**config.mk**
```make
export PLATFORM = sky130hd
export DESIGN_NAME = contador_descendente_recarga
export DESIGN_NICKNAME = d
export VERILOG_FILES = /design/src/rtl/pong_pkg.sv /design/src/rtl/dec_cnt_core.sv /design/src/rtl/contador_descendente_recarga.sv
export SDC_FILE = /design/constraint.sdc
export NUM_CORES = 1
export LEC_CHECK = 0
export CORE_UTILIZATION = 46
export DETAILED_ROUTE_END_ITERATION = 6
export GPL_ROUTABILITY_DRIVEN = 0
export PLACE_DENSITY = 0.75
export SLEW_MARGIN = 20
export SYNTH_ARGS = -nofsm -noshare
export SYNTH_HDL_FRONTEND = slang
export SYNTH_SLANG_ARGS = --single-unit
```
**constraint.sdc**
```tcl
create_clock -name clk -period 1.84 [get_ports clk]
set_input_delay 0.368 -clock clk [delete_from_list [all_inputs] [get_ports clk]]
set_output_delay 0.368 -clock clk [all_outputs]
set_load 0.01 [all_outputs]
```
**src/rtl/pong_pkg.sv**
```systemverilog
// Shared types and defaults for the Pong timing blocks.
package pong_pkg;

  typedef enum logic [1:0] {
    ST_IDLE    = 2'd0,
    ST_RUN     = 2'd1,
    ST_PAUSED  = 2'd2,
    ST_EXPIRED = 2'd3
  } state_t;

  // Default frame-tick timer geometry: serve delay of 10 frame strobes.
  localparam int DEFAULT_CNT_SIZE = 4;
  localparam int DEFAULT_RELOAD   = 9;

endpackage

```
**src/rtl/dec_cnt_core.sv**
```systemverilog
// Down-counter datapath: load with clamp to the terminal value, reload, guarded decrement.
module dec_cnt_core #(
  parameter int CNT_SIZE = 4,
  parameter int MIN_CNT  = 0,
  parameter int INIT_VAL = 9
) (
  input  logic                clk,
  input  logic                rst,
  input  logic                load,
  input  logic [CNT_SIZE-1:0] load_val,
  input  logic                reload,
  input  logic [CNT_SIZE-1:0] reload_val,
  input  logic                dec,
  output logic [CNT_SIZE-1:0] cnt,
  output logic                zero_hit,
  output logic [CNT_SIZE-1:0] load_clamped
);

  localparam logic [CNT_SIZE-1:0] MIN_V  = CNT_SIZE'(MIN_CNT);
  localparam logic [CNT_SIZE-1:0] INIT_V = CNT_SIZE'(INIT_VAL);

  // With a zero floor nothing can sit below it, so skip the compare entirely.
  generate
    if (MIN_CNT == 0) begin : g_no_clamp
      assign load_clamped = load_val;
    end else begin : g_clamp
      assign load_clamped = (load_val < MIN_V) ? MIN_V : load_val;
    end
  endgenerate

  assign zero_hit = (cnt == MIN_V);

  always_ff @(posedge clk) begin
    if (rst) begin
      cnt <= INIT_V;
    end else if (load) begin
      cnt <= load_clamped;
    end else if (reload) begin
      cnt <= reload_val;
    end else if (dec && !zero_hit) begin
      cnt <= cnt - 1'b1;
    end
  end

endmodule

```
**src/rtl/contador_descendente_recarga.sv**
```systemverilog
// Loadable down-counting timer with one-shot/auto-reload modes and a terminal-count pulse.
//
// state      | meaning
// ST_IDLE    | loaded or reset, counter holds, waiting for start
// ST_RUN     | counter decrements on each en tick
// ST_PAUSED  | counter frozen until start resumes
// ST_EXPIRED | one-shot finished, cnt parked at MIN_CNT
module contador_descendente_recarga
  import pong_pkg::*;
#(
  parameter int CNT_SIZE       = DEFAULT_CNT_SIZE,
  parameter int MIN_CNT        = 0,
  parameter int RELOAD_DEFAULT = DEFAULT_RELOAD
) (
  input  logic                clk,
  input  logic                rst,
  input  logic                load,
  input  logic [CNT_SIZE-1:0] load_val,
  input  logic                start,
  input  logic                pause,
  input  logic                auto_reload,
  input  logic                en,
  output logic [CNT_SIZE-1:0] cnt,
  output logic                zero_hit,
  output logic                done,
  output logic                busy
);

  localparam logic [CNT_SIZE-1:0] RELOAD_INIT = CNT_SIZE'(RELOAD_DEFAULT);

  state_t              state, state_nxt;
  logic [CNT_SIZE-1:0] reload_reg;
  logic [CNT_SIZE-1:0] load_clamped;
  logic                run_tick, term_tick, dec_go, reload_go, busy_nxt;

  dec_cnt_core #(
    .CNT_SIZE (CNT_SIZE),
    .MIN_CNT  (MIN_CNT),
    .INIT_VAL (RELOAD_DEFAULT)
  ) u_core (
    .clk          (clk),
    .rst          (rst),
    .load         (load),
    .load_val     (load_val),
    .reload       (reload_go),
    .reload_val   (reload_reg),
    .dec          (dec_go),
    .cnt          (cnt),
    .zero_hit     (zero_hit),
    .load_clamped (load_clamped)
  );

  always_ff @(posedge clk) begin
    if (rst) begin
      state      <= ST_IDLE;
      reload_reg <= RELOAD_INIT;
      done       <= 1'b0;
      busy       <= 1'b0;
    end else begin
      state <= state_nxt;
      if (load) reload_reg <= load_clamped;
      done  <= term_tick;
      busy  <= busy_nxt;
    end
  end

  // A start that has nothing to do (already running) lets pause/en through.
  always_comb begin
    state_nxt = state;
    if (load) begin
      state_nxt = ST_IDLE;
    end else if (start && state != ST_RUN) begin
      state_nxt = ST_RUN;
    end else if (pause && state == ST_RUN) begin
      state_nxt = ST_PAUSED;
    end else if (en && state == ST_RUN && zero_hit && !auto_reload) begin
      state_nxt = ST_EXPIRED;
    end
  end

  always_comb begin
    run_tick  = !load && !pause && en && (state == ST_RUN);
    term_tick = run_tick && zero_hit;
    dec_go    = run_tick && !zero_hit;
    reload_go = !load && ((start && state == ST_EXPIRED) || (term_tick && auto_reload));
    busy_nxt  = (state_nxt == ST_RUN) || (state_nxt == ST_PAUSED);
  end

endmodule

```
==> run metrics, run 1 <==
number of flops mapped to enable cells by yosys 0; endpoint type of the worst setup path output port; Setup Buffers After CTS 0; cell breakdown of the critical path inv_2 -> ha_2 -> or3b_4 -> inv_1 -> buf_2; I/O pins 18; DR iter-0 viols 20; Final HPWL DP 1.24 mm; maximum clock rate roughly 0.58 GHz; area of the die ~0.0016 mm^2; CTS tree yes; Synth Register Bits 12; GR Overflow Total 0; wire length on met3 approximately 64 um; LEAKAGE 0.399 nW; largest net degree at the start of global routing 14; worst hold path type reg2reg; first-pass GRT wire length 2.35 mm; detailed-route DRC error count 0; max incr delay on CP around 0.37 ns; Internal between 0.0004 and 0.0005 W; Clock Path Buffers 2; post-route ant nets 0; total clock sinks 12; Logic pwr share between 20% and 30%; PD cells 644 mW/mm^2; Tmin final approximately 1.7 ns; WS Path Type reg2out; gr usage total a little under a quarter; Critical Path RT about 1.5 ns; CTS buffer count 3; Final Slew Violations 0; Fin. Hold Viols 0; metal2 WL approximately 700 um; switching power about 0.00017 W; Final Skew 0.00296 ns; commonest non-fill, non-tap cells in the layout clkdlybuf4s50_1, buf_4, dfxtp_1; final net count about 130; insertion delay to the later sink of the worst-skew pair 0.28 ns; Sw Ratio 25.8%; CP max-delay cell or3b_4; Startpoint Class flip-flop; clock root cell clkbuf_4; crit path DAT around 1.4 ns; row cnt 13; placed inst area 970 um^2; Distinct cells, synth 31; share of cells above drive strength 1 25.9%; Top FF cell, synth dfxtp_1; Slew @ Worst Pin about 0.3 ns; top post-synthesis cells by area dfxtp_1, nand2b_1, a21oi_1; Die Wd 40.3 um; Core ar. roughly 0.0013 mm^2; I/O Buffers 17; Antenna diodes 0; final wirelength around 1.6 mm; CP top delay family simple AND/OR/NAND/NOR gates; CP Max Fanout 2; vias in the first global route between 500 and 600; Initial Util roughly 50%; H-Tree Depth 1; RSZ-0062 raised after global routing no; DRT Pass-1 Iters 4; Syn Area/Cell 8.63 um^2; vias around 700; Mapped Area 673 um^2; Seq pwr share a little over two fifths; Clock Pin Slew Worst Setup and Hold Paths roughly 0.08 ns; area grow syn2layout 49.3%; Clock power frac 33.4%; Die Y-Extent around 40 um; Mapped Nets slightly above 90; uppermost layer routed met4; Seq/Total Area, Yosys 35.7%; cell taking the most area after synthesis dfxtp_1; yosys warns 0; Synth top area share 35.7%; VDD IR-drop max about 0.53 mV; FFs w/ async S/R, synth 0%; CP Buf/Inv Count 3; initial antenna violation count 0; Max transition margin about four fifths; post-route cell area 0.00100 mm^2; Gate Count Post-Synth between 70 and 80; fin crit share between 90% and 100%; WL per Instance 12.3 um; Setup Viol. Count Final 0; DRT met1 WL between 700 and 800 um; total negative setup slack 0 ns; status finished clean; DR vias/cell between 5 and 6; MaxCap Viol Count 0
-- power groups by stage --
stage               Clock (W)  Sequential, W  Combinational [W]
floorplan                   0       0.000297          0.0000592
global placement            0       0.000288           0.000146
detailed placement          0       0.000288           0.000147
CTS                  0.000217       0.000283           0.000149
global route         0.000226       0.000284           0.000162
finish               0.000216       0.000283           0.000148
-- cells in the mapped netlist, drive strengths merged, types with 2 or more instances --
cell type and number:
o32a 2, nor3 3, o221ai 2, ha 2
dfxtp 12, a21oi 7, nor2 8, a31oi 2
o21ai 6, clkbuf 2, nand2b 7, a311oi 2
nand4bb 2, inv 4, nand2 4
-- logic make-up (layout without fill, tap and decap cells) --
group	after synthesis	in the layout	share of synthesized area (%)
DFF	12	12	35.7
xor gates and xnor gates	2	2	2.60
and+or+nand+nor	31	31	29.6
AOI/OAI and AO/OA	24	24	24.4
adders and majority gates	2	2	3.72
buffers and inverters	7	41	4.09
-- path summary, 6_finish.rpt --
| path | startpoint | endpoint | slack [ns] | depth (start not counted) |
|---|---|---|---|---|
| worst max register to register | u_core.cnt[0] | u_core.cnt[1] | 0.23 | 7 |
| worst min register to register | reload_reg[2] | reload_reg[2] | 0.48 | 2 |
| worst min-delay path | reload_reg[2] | reload_reg[2] | 0.48 | 2 |
| worst max-delay path | u_core.cnt[0] | zero_hit | 0.10 | 5 |
-- what timing repair did --
item / 4_1_cts / 5_1_grt
hold buffers: 0 / 0
setup endpoints to repair: 1 / 1
gates resized for setup: 7 / 1
hold endpoints to repair: 0 / 0
-- worst register-to-register path, delay by kind of cell (launching register included) --
kind / cells / cell delay, ns
AO/OA/AOI/OAI: 3 / 0.45
adder cells (fa/ha/maj): 1 / 0.17
buffers and inverters: 2 / 0.21
flip-flops: 1 / 0.32
AND/OR/NAND/NOR: 1 / 0.37
-- metal layers --
| metal | up-vias | global-route usage, % |
|---|---|---|
| met1 | 315 | 28.8 |
| met2 | 19 | 36.3 |
| li1 | 359 | - |
| met5 | - | 0 |
| met3 | 5 | 3.33 |
| met4 | 0 | 12.5 |
-- final cells by class --
type	instances	area [um^2]
Clock buffer	4	36.3
Fill cell	110	329
Inverter	4	15.0
Multi-Input combinational cell	59	408
Sequential cell	12	241
Tap cell	15	18.8
Timing Repair Buffer	33	285
-- through the flow --
| stage | utilization, % | setup WS (ns) | instances | power (W) | hold WS, ns |
|---|---|---|---|---|---|
| floorplan | - | 0.320 | 78 | 0.000356 | 0.446 |
| global placement | 72.7 | 0.0000354 | 123 | 0.000434 | 0.461 |
| detailed placement | 72.7 | -0.0709 | 123 | 0.000435 | 0.468 |
| CTS | 75.8 | 0.00309 | 127 | 0.000649 | 0.482 |
| global route | 75.3 | 0.0476 | 127 | 0.000672 | 0.492 |
| finish | 75.3 | 0.102 | 127 | 0.000647 | 0.480 |
Power figures use the tool's default switching activity.
==> run 2: changes to the inputs <==
- CORE_ASPECT_RATIO: default -> 1.1
==> run 2 against run 1 <==
Effect of this change: total power is essentially flat; first-iteration DRC count decreased by 35%; combinational power about the same; sequential power barely moved; global-route usage rose by 3.1 points; critical path type unchanged; utilization down 3.4 points.
==> run metrics, run 2 (synthesized netlist as in run 1, its figures left out) <==
status finished clean (unchanged); fin crit share 95.7% (was 94.4%); insertion delay to the later sink of the worst-skew pair 0.28 ns (about the same); Setup Buffers After CTS 0 (unchanged); WL per Instance 14.2 um (was 12.3 um); CTS tree yes (unchanged); CP Max Fanout 2 (unchanged); worst hold path type reg2reg (unchanged); CP top delay family simple AND/OR/NAND/NOR gates (unchanged); LEAKAGE 0.385 nW (was 0.399 nW); most frequent CP cell inv_1; initial antenna violation count 0 (unchanged); post-route ant nets 0 (unchanged); Antenna diodes 0 (unchanged); total negative setup slack 0 ns (unchanged); I/O Buffers 17 (unchanged); CP Buf/Inv Count 3 (unchanged); row cnt 14 (was 13); largest net degree at the start of global routing 14 (unchanged); detailed-route DRC error count 0 (unchanged); Max transition margin 72.0% (was 80.0%); I/O pins 18 (unchanged); GR Overflow Total 0 (unchanged); endpoint type of the worst setup path output port (unchanged); Final Skew 0.00221 ns (was 0.00296 ns); Initial Util 49.3% (was 50.5%); share of cells above drive strength 1 21.1% (was 25.9%); RSZ-0062 raised after global routing no (unchanged); commonest non-fill, non-tap cells in the layout clkdlybuf4s50_1, buf_4, dfxtp_1 (unchanged); final wirelength 1.77 mm (was 1.56 mm); DRT Pass-1 Iters 6 (was 4); post-route insts no fill 125 (was 127); Design Power 0.000647 W (about the same); final net count 123 (was 126); DR vias/cell 5.70 (was 5.50); DP Cell Count 121 (was 123); total clock sinks 12 (unchanged); CP max-delay cell or3b_4 (unchanged); post-route cell area 982 um^2 (was 0.00100 mm^2); max incr delay on CP 0.37 ns (about the same); Die Y-Extent 42.1 um (was 40.3 um); most common cell after layout, fill and taps aside clkdlybuf4s50_1; Core ar. 0.00137 mm^2 (was 0.00133 mm^2); Clock Pin Slew Worst Setup and Hold Paths 0.08 ns (about the same); clock root cell clkbuf_4 (unchanged); Clock Path Buffers 2 (unchanged); crit path DAT 1.39 ns (was 1.37 ns); Tmin final 1.76 ns (was 1.74 ns); DR iter-0 viols 13 (was 20); area grow syn2layout 45.9% (was 49.3%); Util after Layout 71.9% (was 75.3%); Setup Viol. Count Final 0 (unchanged); PD cells 659 mW/mm^2 (was 644 mW/mm^2); CTS buffer count 3 (unchanged); Slew @ Worst Pin 0.418 ns (was 0.299 ns); gr usage total 25.8% (was 22.6%); first-pass GRT wire length 2.84 mm (was 2.35 mm); area of the die 0.00162 mm^2 (about the same); WS Path Type reg2out (unchanged); Fin. Hold Viols 0 (unchanged); Startpoint Class flip-flop (unchanged); vias 713 (was 698); Critical Path RT 1.47 ns (about the same); cell breakdown of the critical path inv_1 -> ha_2 -> or3b_4 -> inv_1 -> buf_2 (was inv_2 -> ha_2 -> or3b_4 -> inv_1 -> buf_2); vias in the first global route 640 (was 571); MaxCap Viol Count 0 (unchanged); maximum clock rate 0.568 GHz (was 0.575 GHz); Die Wd 38.5 um (was 40.3 um); placed inst area 948 um^2 (was 970 um^2); VDD IR-drop max 0.511 mV (was 0.526 mV); Final Slew Violations 0 (unchanged); H-Tree Depth 1 (unchanged); Final HPWL DP 1.39 mm (was 1.24 mm)
-- run 2: cell types whose count changed in the layout (fill, tap and decap cells not counted) --
cell,previous run,this run
inv_2,2,0
dfxtp_1,11,12
inv_1,2,4
dfxtp_2,1,0
buf_4,16,13
-- run 2: worst register-to-register path: stages, from the launching register on --
cell and delay (ns):
dfxtp_1 0.32, inv_1 0.07, ha_2 0.17, or3b_4 0.37, buf_4 0.16, a21oi_2 0.12, o21ai_1 0.08, a311oi_2 0.26
-- run 2: cell type report --
cell class,count,area [um^2]
flip-flops and latches,12,240
multi-input cells,59,408
inverters,4,15.0
fillers,115,384
well taps,16,20.0
clock buffers,4,36.3
repair buffers,30,263
-- run 2: routing by layer --
| metal | global-route usage, % | part of all wire [%] |
|---|---|---|
| met1 | 29.4 | 43 |
| met2 | 43.1 | 50 |
| met3 | 6.38 | 4.1 |
| met4 | 12.4 | 3.3 |
| met5 | 0 | 0 |
-- run 2: repair_timing --
item                                   in CTS  in global routing
endpoints found under the hold margin       0                  0
hold buffers                                0                  0
setup endpoints to repair                   1                  0
resized for setup                           5                  0
-- run 2: final timing paths --
kind                                    start       endpoint  slack, ns  depth (start not counted)
worst max register to register  u_core.cnt[1]  u_core.cnt[1]       0.20                          7
worst min register to register  reload_reg[3]  reload_reg[3]       0.50                          2
worst min-delay path            reload_reg[3]  reload_reg[3]       0.50                          2
worst max-delay path            u_core.cnt[1]       zero_hit       0.08                          5
-- run 2: power by group --
part           leakage (nW)  internal, W  switching, W
Clock                0.0210     0.000120     0.0000946
Sequential           0.0989     0.000274    0.00000858
Combinational         0.265    0.0000834     0.0000658
Total                 0.385     0.000478      0.000169
-- run 2: per-stage QoR --
stage | worst slack, ns | hold WS (ns)
CTS | 0.0715 | 0.488
global route | 0.0218 | 0.511
detailed placement | -0.0284 | 0.477
global placement | -0.0137 | 0.472
floorplan | 0.320 | 0.446
finish | 0.0790 | 0.496
